[src/rtl/baud_gen_frac.sv]
// Fractional baud-rate generator: oversample tick, bit_tick and mid-bit tick for UART timing.
// Optional macro BAUD_FRAC_EN adds the fractional accumulator; without it the period is the integer divisor.
module baud_gen_frac #(
    parameter int unsigned DVSR_W        = 16,
    parameter int unsigned FRAC_W        = 4,
    parameter int unsigned OVERSAMPLE    = 16,
    parameter int unsigned DVSR_INT_RST  = 325,
    parameter int unsigned DVSR_FRAC_RST = 8
) (
    input  logic              clk,
    input  logic              rst,
    input  logic              en,
    input  logic              restart,
    input  logic [DVSR_W-1:0] dvsr_int,
    input  logic [FRAC_W-1:0] dvsr_frac,
    input  logic              load,
    output logic              tick,
    output logic              bit_tick,
    output logic              mid_tick,
    output logic              cfg_err
);
    localparam int unsigned OS_W = $clog2(OVERSAMPLE);
    localparam logic [OS_W-1:0] OS_LAST = OS_W'(OVERSAMPLE - 1);
    localparam logic [OS_W-1:0] OS_MID  = OS_W'(OVERSAMPLE / 2 - 1);

    logic [DVSR_W-1:0] cnt;
    logic [DVSR_W-1:0] d_act;
    logic [DVSR_W-1:0] d_shd;
    logic [OS_W-1:0]   os_cnt;
    logic              pend;
    logic [DVSR_W:0]   period_m1;
    logic              stalled;
    logic              boundary;

`ifdef BAUD_FRAC_EN
    logic [FRAC_W-1:0] acc;
    logic [FRAC_W-1:0] f_act;
    logic [FRAC_W-1:0] f_shd;
    logic              carry;
    logic [FRAC_W:0]   acc_sum;

    assign acc_sum   = {1'b0, acc} + {1'b0, f_act};
    // One bit wider than the divisor so D = 2^DVSR_W-1 plus carry cannot wrap.
    assign period_m1 = {1'b0, d_act} + (DVSR_W+1)'(carry) - (DVSR_W+1)'(1);
`else
    logic frac_unused;

    assign frac_unused = ^{dvsr_frac, FRAC_W'(DVSR_FRAC_RST)};
    assign period_m1   = {1'b0, d_act} - (DVSR_W+1)'(1);
`endif

    assign stalled  = (d_act == '0);
    assign boundary = en && !restart && !stalled && ({1'b0, cnt} == period_m1);

    always_ff @(posedge clk or posedge rst) begin
        if (rst) begin
            cnt      <= '0;
            os_cnt   <= '0;
            pend     <= 1'b0;
            d_act    <= DVSR_W'(DVSR_INT_RST);
            d_shd    <= DVSR_W'(DVSR_INT_RST);
            tick     <= 1'b0;
            bit_tick <= 1'b0;
            mid_tick <= 1'b0;
            cfg_err  <= 1'b0;
`ifdef BAUD_FRAC_EN
            acc      <= '0;
            carry    <= 1'b0;
            f_act    <= FRAC_W'(DVSR_FRAC_RST);
            f_shd    <= FRAC_W'(DVSR_FRAC_RST);
`endif
        end else begin
            cfg_err <= stalled;
            if (restart) begin
                cnt      <= '0;
                os_cnt   <= '0;
                tick     <= 1'b0;
                bit_tick <= 1'b0;
                mid_tick <= 1'b0;
`ifdef BAUD_FRAC_EN
                acc      <= '0;
                carry    <= 1'b0;
`endif
                // A load in the restart cycle is newer than any pending shadow.
                if (load) begin
                    d_act <= dvsr_int;
                    d_shd <= dvsr_int;
                    pend  <= 1'b0;
`ifdef BAUD_FRAC_EN
                    f_act <= dvsr_frac;
                    f_shd <= dvsr_frac;
`endif
                end else if (pend) begin
                    d_act <= d_shd;
                    pend  <= 1'b0;
`ifdef BAUD_FRAC_EN
                    f_act <= f_shd;
`endif
                end
            end else begin
                tick     <= boundary;
                bit_tick <= boundary && (os_cnt == OS_LAST);
                mid_tick <= boundary && (os_cnt == OS_MID);

                if (boundary) begin
                    cnt    <= '0;
                    os_cnt <= os_cnt + 1'b1;
`ifdef BAUD_FRAC_EN
                    {carry, acc} <= acc_sum;
`endif
                end else if (en && stalled) begin
                    cnt <= '0;
                end else if (en) begin
                    cnt <= cnt + 1'b1;
                end

                // Shadow is applied at a boundary, or right away when no boundary can come.
                if (load && boundary) begin
                    d_act <= dvsr_int;
                    d_shd <= dvsr_int;
                    pend  <= 1'b0;
`ifdef BAUD_FRAC_EN
                    f_act <= dvsr_frac;
                    f_shd <= dvsr_frac;
`endif
                end else if (load) begin
                    d_shd <= dvsr_int;
                    pend  <= 1'b1;
`ifdef BAUD_FRAC_EN
                    f_shd <= dvsr_frac;
`endif
                end else if (pend && (boundary || !en || stalled)) begin
                    d_act <= d_shd;
                    pend  <= 1'b0;
`ifdef BAUD_FRAC_EN
                    f_act <= f_shd;
`endif
                end
            end
        end
    end
endmodule

[config.mk]
export PLATFORM = sky130hd
export DESIGN_NAME = baud_gen_frac
export DESIGN_NICKNAME = d
export VERILOG_FILES = /design/src/rtl/baud_gen_frac.sv
export SDC_FILE = /design/constraint.sdc
export NUM_CORES = 1
export LEC_CHECK = 0
export ABC_AREA = 1
export CAP_MARGIN = 20
export CORE_AREA = 2 2 115 117
export CTS_CLUSTER_DIAMETER = 120
export DETAILED_ROUTE_END_ITERATION = 10
export DIE_AREA = 0 0 117 119
export DONT_BUFFER_PORTS = 1
export HOLD_SLACK_MARGIN = 0.1
export PLACE_DENSITY_LB_ADDON = 0.1
export SYNTH_ARGS = -nofsm -noshare
export SYNTH_HDL_FRONTEND = slang
export SYNTH_SLANG_ARGS = --single-unit
[constraint.sdc]
create_clock -name clk -period 3.4 [get_ports clk]
set_clock_uncertainty 0.2 [all_clocks]
set_input_delay 0.68 -clock clk [delete_from_list [all_inputs] [get_ports clk]]
set_output_delay 0.68 -clock clk [all_outputs]
set_load 0.02 [all_outputs]
-- After elaboration in Yosys (flattened, before gate mapping)
Cells that the tools add are included.
- flip-flop bits (word level): 57
- input port bits: 25
- logic and storage cells: 58
- add/subtract/negate cells: 3
- equality and inequality tests: 5
- multiplexer cells: 22
- reduce and logical (&&, ||, !) cells: 19
- operators by type and width (cell ; count):
    $mux 16 ; 13
    $eq 16x17->1 ; 1
    $sub 16x1->17 const B ; 1
    $add 16x1->16 const B ; 1
    $logic_not 16->1 ; 1
    $logic_and 1x1->1 ; 8
    $mux 4 ; 2
    $reduce_bool 4->1 ; 2
    $mux 1 ; 7
    $add 4x1->4 const B ; 1
    $eq 4x3->1 const B ; 1
    $eq 4x4->1 const B ; 1
    $logic_not 1->1 ; 3
    $ne 3x1->1 const B ; 1
    $ne 3x2->1 const B ; 1
    $reduce_and 3->1 ; 1
    $reduce_bool 3->1 ; 1
    $logic_or 1x1->1 ; 2
    $reduce_bool 2->1 ; 1

-- Logic depth before layout (Yosys ltp)
- word-level depth: 11
- mapped depth: 19

-- Worst setup path before layout
Ideal clock, no wire load.
- path type: input port to flip-flop
- start point: input port restart
- end point: register d_act[4]
- library setup time: 0.116 ns
- arrival: 2.213 ns
- slack: 0.870 ns
- cell stages on the path: 16
- path buffers: 2
- cell sequence: clkbuf_1 inv_2 nand2_1 nor2_1 nand3_1 nor2_1 nand2_1 nor2_4 nand3_4 o21bai_4 nand2_1 nand2_2 nand2_4 buf_6 nand2_1 nand2_1
- longest elaborated chain between the ends: 9
- elaborated cells on any way between the ends: 14
- those cells by class: eq/ne: 2; mux: 2; reduce/logical: 10
- ends and longest elaborated chain (element ; line ; RTL):
    start: declaration ; 13 ; input logic restart,
    $logic_not 1->1 ; 53 ; assign boundary = en && !restart && !stalled && ({1'b0, cnt} == period_m1);
    $logic_and 1x1->1 (3 in series) ; 53 ;
    $logic_or 1x1->1 (2 in series) ; 132 ; end else if (pend && (boundary || !en || stalled)) begin
    $logic_and 1x1->1 ; 132 ;
    $reduce_bool 3->1 (no line) ; n/a ;
    $reduce_and 3->1 (no line) ; n/a ;
    end signal: assignment ; 94 ; d_act <= d_shd;
    end signal: assignment ; 119 ; d_act <= dvsr_int;
    end signal: assignment ; 133 ; d_act <= d_shd;
    end: declaration ; 27 ; logic [DVSR_W-1:0] d_act;
Parallel ways exist; a longest one is shown, timed or not.
A chain may end at the register's enable or synchronous reset.

-- Worst setup path after layout
- start point: register d_act[0]
- end point: register d_act[1]
- longest elaborated chain between the ends: 9
- elaborated cells on any way between the ends: 15
- those cells by class: add/sub: 1; eq/ne: 2; mux: 2; reduce/logical: 10
- ends and longest elaborated chain (element ; line ; RTL):
    start signal: assignment ; 60 ; d_act <= DVSR_W'(DVSR_INT_RST);
    start signal: assignment ; 86 ; d_act <= dvsr_int;
    start signal: assignment ; 94 ;
    branches (longest 9 deep; another with $sub 16x1->17) ; n/a ;
Several ways; the timed one is not identified.

==> key figures <==
Timing
  – Final count of negative-setup-slack endpoints: 0
  – Highest Clock Rate: 334 MHz
  – Fin. Hold Viols: 0
  – Crit share post-route: 0.881
  – Final Max Slew Viols: 0
  – Worst-margin pin slew: 0.671 ns
  – RSZ-0062 raised after global routing: false
  – Final Critical Period: 3.00 ns
  – Setup TNS Final: 0 ns
  – Rel. slew slack: 0.548

Clock tree
  – Clock Tree Root: clkbuf_16
  – Post_cts resized: 0
  – Clock transition at the registers of the reported paths: 0.05 ns
  – Worst skew pair latency: between 0.3 and 0.4 ns
  – CTS H-tree depth: 3
  – CTS tree: yes
  – Num CTS Buffers: 9
  – CTS Buffer Depth: 2
  – CTS sink cnt: 57
  – Setup bufs post-CTS: 0

Pwr
  – Total power: 2.24 mW
  – Pleak: 2.19 nW
  – Clock power share: 0.418
  – Sw frac: 0.309
  – Combinational share of power: 0.211
  – Seq pwr share: 0.371
  – Internal power: 1.55 mW
  – Maximum VDD drop: about 0.26 mV
  – Pwr Density: 529 nW/µm²
  – Switching power total: between 600 and 700 µW

Final layout
  – Antenna diodes: 0
  – Final design utilization: 0.330
  – Area delta synth->final: 12.9%
  – Share of post-route cells with drive strength above 1: 0.101
  – Final net count: 578

Placed design
  – GPL Wtd Cong: between 0.8 and 0.9
  – PortBufs: 0
  – Hpwl dp: 7.03 mm

Drt
  – Total number of vias: 3206
  – Post-route DRC: 0
  – DRT Pass-1 Iters: 4
  – Per-cell routed wire length: 13.0 µm
  – Via density: around 4.4
  – Routed wire length: 9.47 mm
  – Starting DRT DRC Count: 104
  – Antenna Nets Post-Route: 0

Yosys
  – Post-synth design cell area: ~3800 µm²
  – Synthesized instance count: 548
  – Syn Nets: 577
  – Seq/Total Area, Yosys: 0.382
  – Synthesized area per cell: 6.86 µm²
  – Yosys warnings: 0
  – Post-synthesis sequential element count: 57
  – Synth cell types: 36

GRT
  – Tot GR Track Use: 0.153
  – GRT overflow: 0
  – Largest net degree at the start of global routing: 36
  – Initial antenna violation count: 0
  – Global-route wire length before repair: ~16 mm
  – Vias in the first global route: 3279

Worst setup path
  – Worst setup SP type: flip-flop
  – Worst path buffer plus inverter count: 2
  – Worst path slowest cell: dfstp_2
  – Worst-path cell chain: inv_1 > ha_1 > nand2_1 > inv_1 > nor2_1 > nand3_1 > nor2_1 > nand2_1 > nor2_4 > nand3_4 > nor2_8 > nand2_4 > nand2_2 > nand2_4 > nand2_1 > nand2_1
  – Top delay family on crit path: simple AND/OR/NAND/NOR gates
  – CP Data Arrival Time: ~3 ns
  – CP Class: reg2reg
  – Critical Path RT: 3.42 ns
  – Most frequent cell on the critical path: nand2_1
  – CP Max Fanout: 17
  – Worst setup EP type: flip-flop
  – CP peak stage delay: 0.57 ns

Floorplan
  – Row count: 42
  – Placeable Area: 12900 µm²
  – IO Pins: 29
  – Die span in y: 119 µm
  – Starting Density: 0.292
  – Total die area: approximately 14000 µm²
  – Die Wd: 117 µm

Worst hold path
  – Hold Crit Class: reg2reg

Job
  – MaxCap Viol Count: 0

Outcome
  – Run status: finished, final reports clean
## power groups by stage
stage / Sequential [mW] / Combinational (mW) / Clock (mW)
floorplan: 0.818 / 0.405 / 0
CTS: 0.835 / 0.481 / 0.969
global placement: 0.845 / 0.469 / 0
global route: 0.848 / 0.565 / 0.992
finish: 0.833 / 0.473 / 0.938
detailed placement: 0.847 / 0.478 / 0
## Yosys cell counts
master / n / area, µm²
inv_2: 5 / 18.8
o21ai_0: 13 / 65.1
dfrtp_1: 49 / 1230
nand3_4: 1 / 17.5
buf_1: 1 / 3.75
nor3_1: 7 / 35.0
nand3b_1: 3 / 22.5
nor2_8: 2 / 40.0
buf_6: 3 / 33.8
xnor2_1: 4 / 35.0
clkbuf_1: 8 / 30.0
nor2_4: 4 / 45.0
nor4_1: 1 / 6.26
o22ai_1: 13 / 81.3
buf_2: 2 / 10.0
or2_2: 2 / 12.5
a21oi_2: 1 / 8.76
inv_1: 68 / 255
nand2_4: 2 / 22.5
a21oi_1: 27 / 135
dfstp_2: 8 / 210
o21bai_4: 1 / 18.8
nor2_1: 48 / 180
nor3b_1: 1 / 7.51
clkinv_1: 1 / 3.75
nand3_1: 34 / 170
nor2_2: 5 / 31.3
xor2_1: 16 / 140
buf_4: 2 / 15.0
nand2_1: 200 / 751
ha_1: 4 / 50.1
o21a_1: 1 / 7.51
and3_1: 1 / 6.26
nand2_2: 5 / 31.3
nand4_1: 4 / 25.0
o31ai_1: 1 / 7.51
## cell families (layout without fill, tap and decap cells)
group                      count (synthesis)  in the layout  share of synthesized area
AOI/OAI and AO/OA                         57             57                     0.0862
xor gates and xnor gates                  20             20                     0.0466
adders and majority gates                  4              4                     0.0133
buffers and inverters                     90             96                     0.0985
DFF                                       57             57                      0.382
and+or+nand+nor                          320            320                      0.373
## what timing repair did
action	CTS	global route
hold buffers	1	0
setup endpoints to repair	0	0
endpoints found under the hold margin	10	0
## final timing paths
check | startpoint | slack [ns] | endpoint | depth (start not counted)
min in group asynchronous | rst | 0.58 | d_shd[9] | 2
max | d_act[0] | 0.40 | d_act[1] | 16
min reg2reg | os_cnt[3] | 0.22 | mid_tick | 1
min | os_cnt[3] | 0.22 | mid_tick | 1
max reg2reg | d_act[0] | 0.40 | d_act[1] | 16
max in group asynchronous | rst | 1.66 | d_act[2] | 3
## sequential cells by signal, summed over array words and instances (netlist names)
name and flops:
cnt 16, d_shd 16, pend 1, bit_tick 1, d_act 16, cfg_err 1, mid_tick 1, tick 1
os_cnt 4
## layout by cell type, fill, tap and decap left out, types with 5 or more instances in the layout
cell type / count
nand2_1: 200
inv_1: 67
dfrtp_1: 49
nor2_1: 48
nand3_1: 34
a21oi_1: 27
xor2_1: 16
o21ai_0: 13
o22ai_1: 13
clkbuf_16: 9
dfstp_2: 8
nor3_1: 7
inv_2: 6
nor2_2: 5
nand2_2: 5
buf_4: 5
## per-layer routing
metal	global-route usage	routed length, µm	vias up
met3	0.0321	227	6
li1	-	-	1708
met1	0.201	4570	1470
met4	0.0463	110	0
met5	0	0	-
met2	0.251	4570	22
## area by class of cell
| class | count | area, µm² |
|---|---|---|
| multi-input combinational | 401 | 1950 |
| fill | 1401 | 8630 |
| inverter | 74 | 278 |
| clock inverter | 2 | 35.0 |
| timing repair buffer | 6 | 47.5 |
| tap | 176 | 220 |
| sequential | 57 | 1440 |
| clock buffer | 14 | 274 |
## metrics by stage
step	cell area, µm²	hold WS (ns)	instances	setup WS, ns
detailed placement	3930	0.212	713	0.391
global placement	3930	0.206	713	0.406
global route	4240	0.217	730	0.113
CTS	4240	0.208	730	0.364
floorplan	3760	0.200	548	0.870
finish	4240	0.218	730	0.405
Power figures use the tool's default switching activity.
